--- src/rtl/kronos_branch_pipe.sv ---
// Two-stage pipelined branch resolution unit with valid/ready handshakes and flush.
// Optional branch target adder is enabled by defining KRONOS_BRANCH_TARGET_EN.
module kronos_branch_pipe #(
  parameter int WIDTH = 32,
  parameter int SPLIT = 16
) (
  input  logic             clk,
  input  logic             rst,
  input  logic             flush,
  input  logic [2:0]       in_op,
  input  logic [WIDTH-1:0] in_rs1,
  input  logic [WIDTH-1:0] in_rs2,
  input  logic [WIDTH-1:0] in_pc,
  input  logic [WIDTH-1:0] in_imm,
  input  logic             in_vld,
  output logic             in_rdy,
  output logic             out_branch,
  output logic             out_illegal,
  output logic [WIDTH-1:0] out_target,
  output logic             out_vld,
  input  logic             out_rdy
);

  logic       adv1_s, adv2_s;
  logic       s1_vld_q, s1_vld_d;
  logic [2:0] s1_op_q;
  logic       s1_eq_lo_q, s1_eq_lo_d;
  logic       s1_ltu_lo_q, s1_ltu_lo_d;
  logic       s1_eq_hi_q, s1_eq_hi_d;
  logic       s1_lt_hi_q, s1_lt_hi_d;
  logic       s2_vld_q;
  logic       s2_branch_q, s2_branch_d;
  logic       s2_illegal_q, s2_illegal_d;
  logic       eq_s, lt_s;

  assign adv2_s = !s2_vld_q | out_rdy;
  assign adv1_s = !s1_vld_q | adv2_s;
  assign in_rdy = adv1_s & !flush;

  // Stage-1 partial compares: low half always unsigned, high half carries the sign for BLT/BGE.
  always_comb begin
    s1_vld_d    = in_vld & in_rdy;
    s1_eq_lo_d  = (in_rs1[SPLIT-1:0] == in_rs2[SPLIT-1:0]);
    s1_ltu_lo_d = (in_rs1[SPLIT-1:0] <  in_rs2[SPLIT-1:0]);
    s1_eq_hi_d  = (in_rs1[WIDTH-1:SPLIT] == in_rs2[WIDTH-1:SPLIT]);
    if (in_op[1]) begin
      s1_lt_hi_d = (in_rs1[WIDTH-1:SPLIT] < in_rs2[WIDTH-1:SPLIT]);
    end else begin
      s1_lt_hi_d = ($signed(in_rs1[WIDTH-1:SPLIT]) < $signed(in_rs2[WIDTH-1:SPLIT]));
    end
  end

  // Stage-2 merge of the half compares into the final branch decision.
  always_comb begin
    eq_s         = s1_eq_hi_q & s1_eq_lo_q;
    lt_s         = s1_lt_hi_q | (s1_eq_hi_q & s1_ltu_lo_q);
    s2_illegal_d = (s1_op_q[2:1] == 2'b01);
    if (s2_illegal_d) begin
      s2_branch_d = 1'b0;
    end else if (s1_op_q[2]) begin
      s2_branch_d = lt_s ^ s1_op_q[0];
    end else begin
      s2_branch_d = eq_s ^ s1_op_q[0];
    end
  end

  // Stage-1 registers; a flush empties the stage even when it is stalled.
  always_ff @(posedge clk) begin
    if (rst) begin
      s1_vld_q    <= 1'b0;
      s1_op_q     <= 3'b000;
      s1_eq_lo_q  <= 1'b0;
      s1_ltu_lo_q <= 1'b0;
      s1_eq_hi_q  <= 1'b0;
      s1_lt_hi_q  <= 1'b0;
    end else begin
      if (flush) begin
        s1_vld_q <= 1'b0;
      end else if (adv1_s) begin
        s1_vld_q <= s1_vld_d;
      end
      if (adv1_s) begin
        s1_op_q     <= in_op;
        s1_eq_lo_q  <= s1_eq_lo_d;
        s1_ltu_lo_q <= s1_ltu_lo_d;
        s1_eq_hi_q  <= s1_eq_hi_d;
        s1_lt_hi_q  <= s1_lt_hi_d;
      end
    end
  end

  // Stage-2 / output registers; data only moves on adv2 so a stalled result stays stable.
  always_ff @(posedge clk) begin
    if (rst) begin
      s2_vld_q     <= 1'b0;
      s2_branch_q  <= 1'b0;
      s2_illegal_q <= 1'b0;
    end else begin
      if (flush) begin
        s2_vld_q <= 1'b0;
      end else if (adv2_s) begin
        s2_vld_q <= s1_vld_q;
      end
      if (adv2_s) begin
        s2_branch_q  <= s2_branch_d;
        s2_illegal_q <= s2_illegal_d;
      end
    end
  end

  assign out_vld     = s2_vld_q;
  assign out_branch  = s2_branch_q;
  assign out_illegal = s2_illegal_q;

`ifdef KRONOS_BRANCH_TARGET_EN
  logic [WIDTH-1:0] s1_tgt_q, s1_tgt_d;
  logic [WIDTH-1:0] s2_tgt_q;

  assign s1_tgt_d = in_pc + in_imm;

  // Target pipeline follows the same advance enables as the compare result.
  always_ff @(posedge clk) begin
    if (rst) begin
      s1_tgt_q <= {WIDTH{1'b0}};
      s2_tgt_q <= {WIDTH{1'b0}};
    end else begin
      if (adv1_s) begin
        s1_tgt_q <= s1_tgt_d;
      end
      if (adv2_s) begin
        s2_tgt_q <= s1_tgt_q;
      end
    end
  end

  assign out_target = s2_tgt_q;
`else
  logic unused_target_ops;
  assign unused_target_ops = ^{in_pc, in_imm};
  assign out_target        = {WIDTH{1'b0}};
`endif

endmodule

--- config.mk ---
export PLATFORM = sky130hd
export DESIGN_NAME = kronos_branch_pipe
export DESIGN_NICKNAME = d
export VERILOG_FILES = /design/src/rtl/kronos_branch_pipe.sv
export SDC_FILE = /design/constraint.sdc
export NUM_CORES = 1
export LEC_CHECK = 0
export ABC_CLOCK_PERIOD_IN_PS = 2000
export BUFFER_PORTS_ARGS = -buffer_cell sky130_fd_sc_hd__buf_2
export CAP_MARGIN = 20
export CELL_PAD_IN_SITES_DETAIL_PLACEMENT = 0
export CELL_PAD_IN_SITES_GLOBAL_PLACEMENT = 1
export CORE_ASPECT_RATIO = 0.7
export CORE_UTILIZATION = 21
export DETAILED_ROUTE_END_ITERATION = 6
export GPL_ROUTABILITY_DRIVEN = 1
export PLACE_DENSITY = 0.9
export SYNTH_ARGS = -nofsm -noshare
export SYNTH_HDL_FRONTEND = slang
export SYNTH_SLANG_ARGS = --single-unit
--- constraint.sdc ---
create_clock -name clk -period 2 [get_ports clk]
set_clock_uncertainty 0.2 [all_clocks]
set_input_delay 0 -clock clk [delete_from_list [all_inputs] [get_ports clk]]
set_output_delay 0 -clock clk [all_outputs]
set_load 0.03 [all_outputs]
==> out/qor.yml, run 1 <==
grt_antenna_before_repair: 0
power.static_leakage_nw: 1.20
initial_utilization_pct: 22.0
synth.area.mux_share_pct: 0.667
cts-htree-levels: 1
design.portCount: 172
post-route-worst-setup-slack_ns: 0.138
slew_violations: 0
synthFlopType: "sky130_fd_sc_hd__dfxtp_1"
top_post_synthesis_cells_by_area: "sky130_fd_sc_hd__ha_1 (27%), sky130_fd_sc_hd__buf_4 (16%), sky130_fd_sc_hd__dfxtp_1 (15%), sky130_fd_sc_hd__inv_1 (8.3%), sky130_fd_sc_hd__a21oi_1 (5.7%)"
netlist.top_cell.by_area: "sky130_fd_sc_hd__ha_1"
wire_per_inst_um: 9.08
synth_compound_gate_area_share_pct: 15.8
worstSetupEndpoint: "s1_op_q[1]"
globalRouteOverflowTotal: 0
worst_path_max_delay_cell: "sky130_fd_sc_hd__dlygate4sd3_1"
timing.reg2reg.worst_path_depth: 6
hold_violations: 0
hpwl_mm: 3.06
synth.yosys.seq_area_share_pct: 14.7
synth_xor_area_share_pct: 0.583
grt_setup_unrepaired: "false"
via_count: 1479
rrSetupSlack_ns: 0.22
post_layout_min_period_ns: 1.86
synth_top_area_share_pct: 26.7
max-cap-violations: 0
clkSlewWorstSetupHoldPaths_ns: 0.05
holdCritPathClass: "in -> reg"
crit_path_capture_type: "register"
route.antenna.remaining_nets: 0
post_synth_inst_count: 196
synth_commonest_cells: "sky130_fd_sc_hd__inv_1 (33), sky130_fd_sc_hd__buf_4 (32), sky130_fd_sc_hd__ha_1 (32)"
p_per_area_nw_per_um2: 394
grt_usage_pct: 9.13
via_count_of_the_first_global_routing_pass: 1412
design.die.area_um2: 7500
dr_vias_cell: 3.90
die_h_um: 72.7
numPlacedInstances: 364
setup.worst_path.start_class: "primary input"
num_rows: 25
syn-mean-instance-area_um2: 7.66
drc: 0
num-nets-final: 454
totalPowerFinal_w: 0.000802
crit_type: "in -> reg"
crit_path_start: "out_rdy"
yosys_register_bits: 11
drive_above_1_share_pct: 30.9
die_width_um: 103
flow.area_growth_from_synthesis_pct: 35.7
max_stage_delay_ns: 0.55
crit_required_ns: 1.92
synth_fa_ha_area_share_pct: 26.7
synth_simple_gate_area_share_pct: 16.6
cts_tree: "built"
dp_slack_ns: 0.0629
setup_violations: 0
cts_sinks: 11
filler_cell_count: 755
critical_path.max_fanout: 6
synth_most_common_cell: "sky130_fd_sc_hd__inv_1"
r2r-start: "out_vld"
detailedRoute.firstIterationViolations: 12
power.ir.vdd_worst_mv: 0.163
fin_setup_tns_ns: 0
clk_path_buf_depth: 2
cts_bufs_inserted: 3
synth_top_family_by_area: "adder cells"
yosys.cell_types.count: 34
final_min_period_over_clock_period_pct: 93.1
dr.pass1.iters: 4
max_freq_ghz: 0.537
hold-worst-slack_ns: 0.0104
insertion_delay_ns: 0.23
cts_root_buf: "sky130_fd_sc_hd__clkbuf_8"
arrival_ns: 1.78
routed_wl_mm: 3.44
r2r-end: "s1_op_q[1]"
syn_area_um2: 1500
insertedDiodeCount: 0
layout.cells.non_filler: 379
run_status: "finished, final reports clean"
yosys_warnings: 0
grt_start_max_net_pins: 13
placeableCoreArea_um2: 6820
numPortBuffers: 75
synth-async-reset-ratio_pct: 0
gp_congestion: 0.711
synth-edff-count: 0
global_route_wire_length_before_repair_mm: 5.47
timing.critical_path.cells: "dlygate4sd3_1 -> buf_2 -> nor2b_2 -> buf_4 -> nand2_1 -> nand2_1 -> a21oi_1 -> dlygate4sd3_1"
critical path, delay by kind of cell:
family                 cells  cell delay (ns)
AOI/OAI and AO/OA          1             0.06
buffers and inverters      4             1.36
and+or+nand+nor            3             0.35
layout by cell type (no fill, tap or decap), types with 6 or more instances in the layout:
| master | instances |
|---|---|
| sky130_fd_sc_hd__nand2_1 | 13 |
| sky130_fd_sc_hd__dlygate4sd3_1 | 11 |
| sky130_fd_sc_hd__ha_1 | 32 |
| sky130_fd_sc_hd__nor2_1 | 11 |
| sky130_fd_sc_hd__a21oi_1 | 17 |
| sky130_fd_sc_hd__dfxtp_1 | 11 |
| sky130_fd_sc_hd__inv_1 | 33 |
| sky130_fd_sc_hd__buf_2 | 75 |
| sky130_fd_sc_hd__conb_1 | 32 |
| sky130_fd_sc_hd__a21o_1 | 7 |
| sky130_fd_sc_hd__nand4_1 | 6 |
through the flow:
| stage | cell area, um^2 | utilization, % |
|---|---|---|
| after global routing | 2040 | 29.9 |
| after global placement | 1880 | 27.5 |
| final | 2040 | 29.9 |
| after detailed placement | 1880 | 27.5 |
| after CTS | 2030 | 29.8 |
| after floorplan | 1620 | - |
kinds of logic (layout without fill, tap and decap cells):
logic type	after synthesis	count (layout)
and+or+nand+nor	46	46
DFF	11	11
xor gates and xnor gates	1	1
buffers and inverters	67	125
AOI/OAI and AO/OA	37	37
muxes	1	1
adders and majority gates	32	32
other	1	32
registers in the layout, summed over array words and instances, names as in the netlist:
register and cells:
out_branch 1, out_illegal 1, s1_op_q 3, s1_lt_hi_q 1, s1_eq_hi_q 1, s1_vld_q 1
out_vld 1, s1_ltu_lo_q 1, s1_eq_lo_q 1
what timing repair did:
item | CTS | global route
resized for setup | 0 | 2
setup endpoints to repair | 0 | 3
setup buffers | 0 | 0
endpoints found under the hold margin | 10 | 0
hold buffers | 11 | 0
metal layers:
metal	global-route usage [%]	vias up	share of wire (%)
met5	0	-	0
met4	3.60	0	0.90
met3	0.766	2	2.6
met2	17.0	30	50
met1	10.9	671	46
li1	-	776	-
final cells by class:
| cell class | instances | area, um^2 | area share (%) |
|---|---|---|---|
| multi-input cells | 149 | 1030 | 50.6 |
| repair buffers | 88 | 500 | 24.6 |
| flip-flops and latches | 11 | 220 | 10.8 |
| inverters | 33 | 124 | 6.08 |
| well taps | 94 | 118 | 5.77 |
| clock buffers | 4 | 45.0 | 2.21 |
how the worst min path moves through the flow:
stage                     from     endpoint  slack [ns]  cells past startpoint
finish              in_rs1[15]  s1_ltu_lo_q        0.01                      5
global route        in_rs1[15]  s1_ltu_lo_q        0.02                      5
CTS                 in_rs1[15]  s1_ltu_lo_q       0.008                      5
detailed placement       flush      out_vld       0.006                      2
global placement         flush      out_vld       0.004                      2
floorplan                flush      out_vld       -0.12                      1
power breakdown:
group	switching [W]	leakage [nW]	internal, W
logic	0.000203	1.08	0.000142
clock network	0.0000803	0.0228	0.000140
registers	0.00000616	0.0905	0.000230
total	0.000289	1.20	0.000512
Power figures use the tool's default switching activity.
==> inputs of run 2 (changes only) <==
--- a/config.mk
+++ b/config.mk
@@ -14,6 +14,7 @@
 export CORE_UTILIZATION = 21
 export DETAILED_ROUTE_END_ITERATION = 6
 export GPL_ROUTABILITY_DRIVEN = 1
+export HOLD_SLACK_MARGIN = 0.1
 export PLACE_DENSITY = 0.9
 export SYNTH_ARGS = -nofsm -noshare
 export SYNTH_HDL_FRONTEND = slang
==> run 2 against run 1 <==
Net effect: worst hold slack better by 0.086 ns; largest power group unchanged; register-to-register slack hardly changed; cell area up 3.3%; worst setup slack worse by 0.031 ns; final cell count rose by 1.6%; utilization grew 0.97 points; fmax decreased by 1.6%.
==> out/qor.yml, run 2 (same netlist as run 1, synthesis figures left out) <==
route.antenna.remaining_nets: 0  # unchanged
critical_path.max_fanout: 3  # -3
timing.critical_path.cells: "dlygate4sd3_1 -> buf_2 -> ha_1 -> a21o_1 -> a2111oi_0 -> nand2_1 -> o31ai_1"
gp_congestion: 0.711  # unchanged
grt_setup_unrepaired: "false"
run_status: "finished, final reports clean"
fin_setup_tns_ns: 0  # unchanged
insertedDiodeCount: 0  # unchanged
multi_input_comb_area_um2: 1040  # +0.61%
layout.cells.most_common: "sky130_fd_sc_hd__buf_2"
cts_tree: "built"
insertion_delay_ns: 0.23  # about the same
post_layout_min_period_ns: 1.89  # +0.0306 ns
die_width_um: 103  # unchanged
clk_path_buf_depth: 2  # unchanged
cts_root_buf: "sky130_fd_sc_hd__clkbuf_8"
cp_top_family: "compound AO/OA/AOI/OAI gates"
setup_violations: 0  # unchanged
r2r-end: "s1_op_q[1]"
timing.hold.worst_path_depth: 5  # unchanged
clkSlewWorstSetupHoldPaths_ns: 0.05  # about the same
worst_path_max_delay_cell: "sky130_fd_sc_hd__dlygate4sd3_1"
startpoint_of_the_tightest_hold_check_path: "in_rs1[11]"
hpwl_mm: 3.06  # unchanged
max_stage_delay_ns: 0.53  # -0.02 ns
critical_path.n_buffers_inverters: 2  # -2
timing.reg2reg.worst_path_depth: 6  # unchanged
setup.worst_path.start_class: "primary input"
cts-htree-levels: 1  # unchanged
slew_violations: 0  # unchanged
placeableCoreArea_um2: 6820  # unchanged
cts_sinks: 11  # unchanged
largest_register: "s1_op_q"
power.static_leakage_nw: 1.22  # +2.2%
rrSetupSlack_ns: 0.22  # about the same
design.portCount: 172  # unchanged
wire_per_inst_um: 9.18  # +1.2%
routed_wl_mm: 3.54  # +2.8%
holdCritPathClass: "in -> reg"
final_min_period_over_clock_period_pct: 94.6  # +1.5 points
filler_cell_count: 748  # -0.93%
detailedRoute.firstIterationViolations: 15  # +3
global_route_wire_length_before_repair_mm: 5.64  # +3.2%
area.sequential_um2: 220  # unchanged
r2r-start: "out_vld"
drive_above_1_share_pct: 30.6  # -0.29 points
power.ir.vdd_worst_mv: 0.163  # unchanged
grt_usage_pct: 9.41  # +0.29 points
via_count: 1503  # +1.6%
final_util_pct: 30.8  # +0.97 points
max-cap-violations: 0  # unchanged
initial_utilization_pct: 22.0  # unchanged
numPortBuffers: 75  # unchanged
postCtsSetupBuffers: 0  # unchanged
max_freq_ghz: 0.529  # -1.6%
via_count_of_the_first_global_routing_pass: 1452  # +2.8%
p_per_area_nw_per_um2: 386  # -2.0%
dr_vias_cell: 3.90  # about the same
largest_register_ffs: 3  # unchanged
design.die.area_um2: 7500  # unchanged
crit_path_capture_type: "register"
dr.pass1.iters: 4  # unchanged
num_rows: 25  # unchanged
mostFrequentLayoutCells: "sky130_fd_sc_hd__buf_2 (75), sky130_fd_sc_hd__inv_1 (33), sky130_fd_sc_hd__ha_1 (32), sky130_fd_sc_hd__conb_1 (32)"
arrival_ns: 1.84  # +0.06 ns
crit_required_ns: 1.95  # +0.03 ns
num-nets-final: 460  # +1.3%
grt_start_max_net_pins: 13  # unchanged
hold_violations: 0  # unchanged
globalRouteOverflowTotal: 0  # unchanged
flow.area_growth_from_synthesis_pct: 40.1
grt_antenna_before_repair: 0  # unchanged
hold-path-endpoint: "s1_ltu_lo_q"
die_h_um: 72.7  # unchanged
crit_type: "in -> reg"
crit_path_start: "in_rs1[14]"
drc: 0  # unchanged
cts_bufs_inserted: 3  # unchanged
==> run 2: layout make-up <==
class	instances	share of cell area, %
Clock buffer	4	2.14
Tap cell	94	5.59
Inverter	33	5.89
Multi-Input combinational cell	149	49.3
Timing Repair Buffer	94	26.7
Sequential cell	11	10.5
==> run 2: what timing repair did <==
item,in CTS,in global routing
setup endpoints to repair,0,4
endpoints found under the hold margin,11,0
gates resized for setup,0,3
hold buffers,17,0
==> run 2: worst max-delay path by stage <==
stage | endpoint | slack [ns] | depth (start not counted)
6_report | s1_ltu_lo_q | 0.11 | 7
5_1_grt | s1_ltu_lo_q | 0.008 | 7
4_1_cts | s1_op_q[2] | 0.02 | 7
3_5_place_dp | s1_lt_hi_q | 0.06 | 7
3_3_place_gp | s1_lt_hi_q | 0.11 | 7
2_1_floorplan | s1_eq_hi_q | 0.15 | 6
==> run 2: tightest hold or removal path, cell delays in order <==
cell	delay, ns
sky130_fd_sc_hd__buf_2	0.08
sky130_fd_sc_hd__ha_1	0.13
sky130_fd_sc_hd__a21oi_1	0.04
sky130_fd_sc_hd__o22ai_1	0.13
sky130_fd_sc_hd__o31ai_1	0.09
==> run 2: power by group <==
| part | leakage, nW | switching [W] | total [W] | internal (W) |
|---|---|---|---|---|
| clock | 0.0228 | 0.0000802 | 0.000220 | 0.000140 |
| sequential | 0.0905 | 0.00000614 | 0.000237 | 0.000230 |
| combinational | 1.11 | 0.000205 | 0.000355 | 0.000150 |
| total | 1.22 | 0.000292 | 0.000812 | 0.000520 |
==> run 2: routing by layer <==
metal | wire length, um | share of wire [%] | GRT usage, % | vias up
li1 | - | - | - | 788
met1 | 1600 | 45 | 11.1 | 683
met2 | 1820 | 51 | 17.6 | 30
met3 | 88 | 2.5 | 0.766 | 2
met4 | 31 | 0.88 | 3.60 | 0
met5 | 0 | 0 | 0 | -
==> run 2: through the flow <==
stage	setup WS, ns	area [um^2]	hold WS (ns)	power (W)	cells
2_1_floorplan	0.151	1620	-0.121	0.000512	227
3_3_place_gp	0.106	1880	0.00381	0.000563	364
3_5_place_dp	0.0629	1880	0.00562	0.000572	364
4_1_cts	0.0163	2090	0.104	0.000820	385
5_1_grt	0.00810	2100	0.130	0.000878	385
6_report	0.108	2100	0.0964	0.000812	385
